[config.mk]
export PLATFORM = sky130hd
export DESIGN_NAME = l1d_line_ctrl
export DESIGN_NICKNAME = d
export VERILOG_FILES = /design/src/rtl/l1d_line_ctrl.sv
export SDC_FILE = /design/constraint.sdc
export NUM_CORES = 1
export LEC_CHECK = 0
export CAP_MARGIN = 10
export CORE_ASPECT_RATIO = 1.75
export CORE_MARGIN = 5
export CORE_UTILIZATION = 40
export DETAILED_ROUTE_END_ITERATION = 10
export GPL_TIMING_DRIVEN = 0
export HOLD_SLACK_MARGIN = 0.02
export PLACE_DENSITY = 0.77
export SYNTH_ARGS = -nofsm -noshare
export SYNTH_HDL_FRONTEND = slang
export SYNTH_SLANG_ARGS = --single-unit
export TNS_END_PERCENT = 50
[constraint.sdc]
create_clock -name clk -period 3.2 [get_ports clk]
set_input_delay 0.96 -clock clk [delete_from_list [all_inputs] [get_ports clk]]
set_output_delay 0.96 -clock clk [all_outputs]
set_load 0.03 [all_outputs]
[src/rtl/l1d_line_ctrl.sv]
// l1d_line_ctrl: bus-side sequencer for the L1 data cache.
// Handles write-through, single read, line refill and dirty-line writeback
// by issuing single-beat 64-bit transfers on the BIU bus master handshake.
// Optional feature: define L1D_LINE_CTRL_TIMEOUT_EN to abort any bus beat
// that waits BUS_TIMEOUT cycles without bus_ack/bus_err (handled as bus_err).
module l1d_line_ctrl #(
  parameter int unsigned LINE_BEATS  = 16,
  parameter int unsigned BUS_TIMEOUT = 255
) (
  input  logic        clk,
  input  logic        rst,
  input  logic        write_through_req,
  input  logic        read_req,
  input  logic        read_line_req,
  input  logic        write_line_req,
  input  logic [3:0]  L1_size,
  input  logic [63:0] pa,
  input  logic [63:0] wt_data,
  output logic [63:0] line_data,
  output logic [10:0] addr_count,
  output logic        line_write,
  output logic        cache_entry_refill,
  output logic        trans_rdy,
  output logic        bus_error,
  output logic        bus_req,
  output logic        bus_we,
  output logic [63:0] bus_addr,
  output logic [63:0] bus_wdata,
  output logic [3:0]  bus_size,
  input  logic [63:0] bus_rdata,
  input  logic        bus_ack,
  input  logic        bus_err
);

  // Byte span of one line; the base address clears these offset bits of pa.
  localparam int unsigned LineBytes = LINE_BEATS * 8;
  localparam logic [63:0] LineMask  = 64'(LineBytes - 1);
  localparam logic [10:0] LastBeat  = 11'(LINE_BEATS - 1);
  localparam logic [3:0]  BeatSize  = 4'b1000;

  typedef enum logic [2:0] {
    IDLE,
    SGL,
    LR_REQ,
    LR_WR,
    WB_RD,
    WB_WR,
    DONE,
    ERR
  } state_t;

  // Kind of transaction accepted in IDLE; kept until the next IDLE.
  typedef enum logic [1:0] {
    OP_RD,
    OP_WT,
    OP_LR,
    OP_WB
  } op_t;

  state_t      r_state;
  state_t      w_state_nxt;
  op_t         r_op;
  op_t         w_op_nxt;
  logic [63:0] r_pa;
  logic [3:0]  r_size;
  logic [63:0] r_wdata;
  logic [63:0] r_line_data;
  logic [10:0] r_count;
  logic [10:0] w_count_nxt;
  logic        w_load;
  logic        w_capture;
  logic        w_bus_req;
  logic        w_timeout;
  logic        w_fail;
  logic        w_ack;
  logic        w_last;
  logic [63:0] w_line_base;
  logic [63:0] w_beat_addr;

  // A beat is outstanding only in the three bus-wait states; derived from
  // the state register so an async reset drops bus_req immediately.
  assign w_bus_req = (r_state == SGL) || (r_state == LR_REQ) || (r_state == WB_WR);

  // bus_err beats bus_ack; a timeout only fires when neither arrived.
  assign w_fail = bus_err | w_timeout;
  assign w_ack  = bus_ack & ~bus_err;
  assign w_last = (r_count == LastBeat);

  assign w_line_base = r_pa & ~LineMask;
  assign w_beat_addr = w_line_base + {50'd0, r_count, 3'b000};

`ifdef L1D_LINE_CTRL_TIMEOUT_EN
  localparam logic [15:0] TimeoutLast = 16'(BUS_TIMEOUT - 1);

  logic [15:0] r_wait;

  // Wait counter: idles at zero whenever no beat is outstanding so every new
  // bus_req starts from zero, and counts each cycle a beat goes unanswered.
  always_ff @(posedge clk or negedge rst) begin
    if (!rst) begin
      r_wait <= '0;
    end else if (!w_bus_req || bus_ack || bus_err || w_timeout) begin
      r_wait <= '0;
    end else begin
      r_wait <= r_wait + 16'd1;
    end
  end

  assign w_timeout = w_bus_req && !bus_ack && !bus_err && (r_wait == TimeoutLast);
`else
  assign w_timeout = 1'b0;
`endif

  // State register for the transaction sequencer.
  always_ff @(posedge clk or negedge rst) begin
    if (!rst) begin
      r_state <= IDLE;
    end else begin
      r_state <= w_state_nxt;
    end
  end

  // Next-state logic plus the beat counter and datapath load enables.
  always_comb begin
    w_state_nxt = r_state;
    w_op_nxt    = r_op;
    w_count_nxt = r_count;
    w_load      = 1'b0;
    w_capture   = 1'b0;
    case (r_state)
      IDLE: begin
        w_count_nxt = '0;
        if (write_line_req) begin
          w_load      = 1'b1;
          w_op_nxt    = OP_WB;
          w_state_nxt = WB_RD;
        end else if (read_line_req) begin
          w_load      = 1'b1;
          w_op_nxt    = OP_LR;
          w_state_nxt = LR_REQ;
        end else if (write_through_req) begin
          w_load      = 1'b1;
          w_op_nxt    = OP_WT;
          w_state_nxt = SGL;
        end else if (read_req) begin
          w_load      = 1'b1;
          w_op_nxt    = OP_RD;
          w_state_nxt = SGL;
        end
      end
      SGL: begin
        if (w_fail) begin
          w_count_nxt = '0;
          w_state_nxt = ERR;
        end else if (w_ack) begin
          w_capture   = (r_op == OP_RD);
          w_state_nxt = DONE;
        end
      end
      LR_REQ: begin
        if (w_fail) begin
          w_count_nxt = '0;
          w_state_nxt = ERR;
        end else if (w_ack) begin
          w_capture   = 1'b1;
          w_state_nxt = LR_WR;
        end
      end
      LR_WR: begin
        if (w_last) begin
          w_count_nxt = '0;
          w_state_nxt = DONE;
        end else begin
          w_count_nxt = r_count + 11'd1;
          w_state_nxt = LR_REQ;
        end
      end
      WB_RD: begin
        w_state_nxt = WB_WR;
      end
      WB_WR: begin
        if (w_fail) begin
          w_count_nxt = '0;
          w_state_nxt = ERR;
        end else if (w_ack) begin
          if (w_last) begin
            w_count_nxt = '0;
            w_state_nxt = DONE;
          end else begin
            w_count_nxt = r_count + 11'd1;
            w_state_nxt = WB_RD;
          end
        end
      end
      DONE: begin
        w_count_nxt = '0;
        w_state_nxt = IDLE;
      end
      ERR: begin
        w_count_nxt = '0;
        w_state_nxt = IDLE;
      end
      default: begin
        w_count_nxt = '0;
        w_state_nxt = IDLE;
      end
    endcase
  end

  // Transaction registers: request fields captured in IDLE so later changes
  // on the cache side are ignored; writeback data taken at the end of WB_RD.
  always_ff @(posedge clk or negedge rst) begin
    if (!rst) begin
      r_op        <= OP_RD;
      r_pa        <= '0;
      r_size      <= '0;
      r_wdata     <= '0;
      r_line_data <= '0;
      r_count     <= '0;
    end else begin
      r_op    <= w_op_nxt;
      r_count <= w_count_nxt;
      if (w_load) begin
        r_pa    <= pa;
        r_size  <= L1_size;
        r_wdata <= wt_data;
      end else if (r_state == WB_RD) begin
        r_wdata <= wt_data;
      end
      if (w_capture) begin
        r_line_data <= bus_rdata;
      end
    end
  end

  // Bus outputs are zero whenever no beat is outstanding.
  assign bus_req   = w_bus_req;
  assign bus_we    = w_bus_req && ((r_op == OP_WT) || (r_op == OP_WB));
  assign bus_addr  = !w_bus_req ? 64'd0 : ((r_state == SGL) ? r_pa : w_beat_addr);
  assign bus_size  = !w_bus_req ? 4'd0 : ((r_state == SGL) ? r_size : BeatSize);
  assign bus_wdata = bus_we ? r_wdata : 64'd0;

  // Cache-side outputs.
  assign line_data          = r_line_data;
  assign addr_count         = r_count;
  assign line_write         = (r_state == LR_WR);
  assign trans_rdy          = (r_state == DONE);
  assign cache_entry_refill = (r_state == DONE) && (r_op == OP_LR);
  assign bus_error          = (r_state == ERR);

endmodule
==> results.toml <==
[outcome]
outcome = "finished with violations"
violations = "setup timing"

[detailed_routing]
ant_nets = 0
dr.max_layer_used = "met5"
met1_length_mm = 14.2
vias = 10143
drc_errors = 0
dr.pass1.iters = 7
drt-vias-per-instance = 5.67
first_iter_violations = 549
wl_met3_mm = 3.16
drt_wl_total_mm = 41.8
route.met2.wl_mm = 22.2
routedWlPerCell_um = 23.4

[floorplan]
core_mm2 = 0.0261
num_rows = 78
initial_core_util_pct = 40.6
die_w_um = 133
die-area_mm2 = 0.0299
ios = 417
dieHeight_um = 225

[cells_and_area]
design_area_mm2 = 0.0177
nets = 1665
synthToLayoutAreaGrowth_pct = 67.5
layout_common_cells = "clkdlybuf4s50_1 (277), mux2_2 (189), dfrtp_1 (187), and3_1 (67), buf_4 (66)"
final_common_cell = "clkdlybuf4s50_1"
nFillCells = 1878
drive_above_1_share_pct = 45.1

[yosys]
synth-edff-count = 0
syn_avg_cell_area_um2 = 11.2
synth_seq_area_share_pct = 50.2
ys_warn_count = 0
syn_nets = 1154
synth_flop_cell = "dfrtp_1"
syn_area_mm2 = 0.0106
yosysUniqueCellTypes = 52
synth_seq_cells = 212
synth_async_sr_flop_share_pct = 100
syn_inst = 941

[critical_path]
reg2reg_to = "r_pa[61]$_DFFE_PN0P_"
cp.arrival_ns = 2.94
cp-end-kind = "output pin"
worst_r2r_path_depth = 6
worst-path-max-fanout = 6
critPathKind = "register to output pin"
r2r_slack_ns = 0.51
required_ns = 2.24
start_kind = "register"
worstReg2RegStart = "r_state[0]$_DFFE_PN0P_"

[timing]
skew_ns = 0.0174
setup_slack_ns = -0.703
final-hold-violation-count = 0
slew-limit-headroom_pct = 23.6
report.final.slew_viol_count = 0
fmax_mhz = 256
rsz0062_at_grt = "yes"
fin_crit_ns = 3.90
worst_pin_slew_ns = 1.15
timing.final.crit_share_pct = 122
report.final.setup_viol = 59

[flow_run]
maxCapViolCount = 0

[clocking]
cts_htree_levels = 1
cts_buffers = 22
cts_tree = "yes"
path_clk_slew_ns = 0.06
clock-sinks = 212
clk-insertion-delay-late_ns = 0.52
cts_hold_buf = 0
root_buffer = "clkbuf_16"
cts_max_path_buffers = 3

[place]
place.gp.congestion = 0.845
dp_hpwl_mm = 29.3
numPortBuffers = 415
placed_area_mm2 = 0.0156
preCtsSetupSlack_ns = -1.21

[grt]
grt_overflow_total = 0
grt_use_total_pct = 26.3
antenna_found_initial = 4
grt_max_degree = 75
grt_pass1_wl_mm = 62.4
grt_pass1_vias = 10787

[power_and_ir_drop]
ir_drop_v = 0.000683
p_leak_nw = 7.49
power_density_mw_per_mm2 = 1070

[worst_hold_path]
hp-class = "input pin to async pin"
==> per-layer routing <==
metal | track usage [%] | vias to the layer above
met5 | 0 | -
met4 | 11.5 | 2
met3 | 6.46 | 151
met2 | 48.7 | 531
met1 | 28.3 | 4985
li1 | - | 4474
==> metrics by stage <==
| step | power [mW] | utilization, % | instances | hold WS, ns | TNS [ns] |
|---|---|---|---|---|---|
| final | 19.0 | 68.0 | 1790 | 0.400 | -30.56 |
| after detailed placement | 15.5 | 59.8 | 1678 | 0.487 | -109.86 |
| after global routing | 20.0 | 67.9 | 1787 | 0.435 | -35.37 |
| after CTS | 18.8 | 66.8 | 1769 | 0.423 | -37.25 |
| after floorplan | 11.2 | - | 941 | 0.471 | -2.40 |
| after global placement | 15.2 | 59.6 | 1676 | 0.479 | -1818.14 |
==> sequential cells by signal, summed over array words and instances (netlist names) <==
register and count:
line_data 64, r_pa 64, r_wdata 64, addr_count 11, r_size 4, r_state 3
r_op 2
==> what timing repair did <==
action                                  in CTS  in global routing
endpoints found under the setup margin     137                132
setup buffers                               51                 16
pin swaps                                   57                 51
cloned                                       5                  1
resized for setup                          709                226
==> synth_stat cells, types with 3 or more instances <==
cell type / number / area [um^2]
a211oi_1: 3 / 22.5
xnor2_1: 4 / 35.0
and2_1: 10 / 62.6
nor3b_1: 5 / 37.5
o211ai_1: 5 / 37.5
nor3_2: 3 / 30.0
dfrtp_1: 212 / 5310
or3_1: 20 / 125
nand3_1: 20 / 100
nand4_1: 13 / 81.3
and3_1: 70 / 438
nor3_1: 10 / 50.1
inv_1: 16 / 60.1
xor2_1: 10 / 87.6
or4_1: 25 / 188
mux2_2: 189 / 2130
nor2b_1: 4 / 25.0
ha_1: 8 / 100
o21ai_0: 43 / 215
nand2_1: 57 / 214
clkbuf_1: 34 / 128
buf_2: 24 / 120
nand2b_1: 5 / 31.3
nor2_1: 28 / 105
a21oi_1: 60 / 300
o31ai_1: 29 / 218
==> kinds of logic (layout without fill, tap and decap cells) <==
group	count (synthesis)	count (layout)	synth area share [%]
and+or+nand+nor	282	284	15.4
DFF	212	212	50.2
muxes	191	191	20.3
AOI/OAI and AO/OA	157	157	8.79
buffers and inverters	76	598	3.05
xor gates and xnor gates	14	14	1.16
adders and majority gates	9	9	1.14
other	0	5	0
==> worst max-delay path by stage <==
stage	startpoint	to	slack [ns]	cells after the start
after floorplan	addr_count[4]$_DFFE_PN0P_	bus_addr[43]	-0.18	8
after global placement	rst	addr_count[9]$_DFFE_PN0P_	-8.89	1
after detailed placement	addr_count[4]$_DFFE_PN0P_	bus_addr[43]	-1.21	9
after CTS	r_pa[7]$_DFFE_PN0P_	bus_addr[43]	-0.62	11
after global routing	r_pa[7]$_DFFE_PN0P_	bus_addr[39]	-0.81	11
final	r_pa[7]$_DFFE_PN0P_	bus_addr[43]	-0.70	11
==> power breakdown <==
part | internal (mW) | switching, mW | leakage [nW]
clock | 1.62 | 1.09 | 0.364
combinational | 4.84 | 6.30 | 4.62
sequential | 4.02 | 1.16 | 2.51
==> critical path, stage by stage, from the launching register on <==
cell	delay, ns
dfrtp_1	0.43
ha_4	0.19
fa_2	0.41
a211oi_2	0.25
o211ai_1	0.16
buf_4	0.17
nand4_1	0.10
buf_6	0.15
clkbuf_16	0.16
o21ai_1	0.10
a21oi_4	0.17
buf_6	0.15
==> layout make-up <==
cell class                      instances  area (um^2)  share of cell area (%)
Antenna cell                            5         12.5                  0.0706
Clock inverter                          7          113                   0.636
Clock buffer                           30          632                    3.57
Buffer                                 57          429                    2.42
Inverter                               16         62.6                   0.353
Sequential cell                       212         5340                    30.1
Tap cell                              320          400                    2.26
Timing Repair Buffer                  488         4630                    26.1
Multi-Input combinational cell        655         6100                    34.4
No activity file was read; power rests on OpenSTA's default activity.
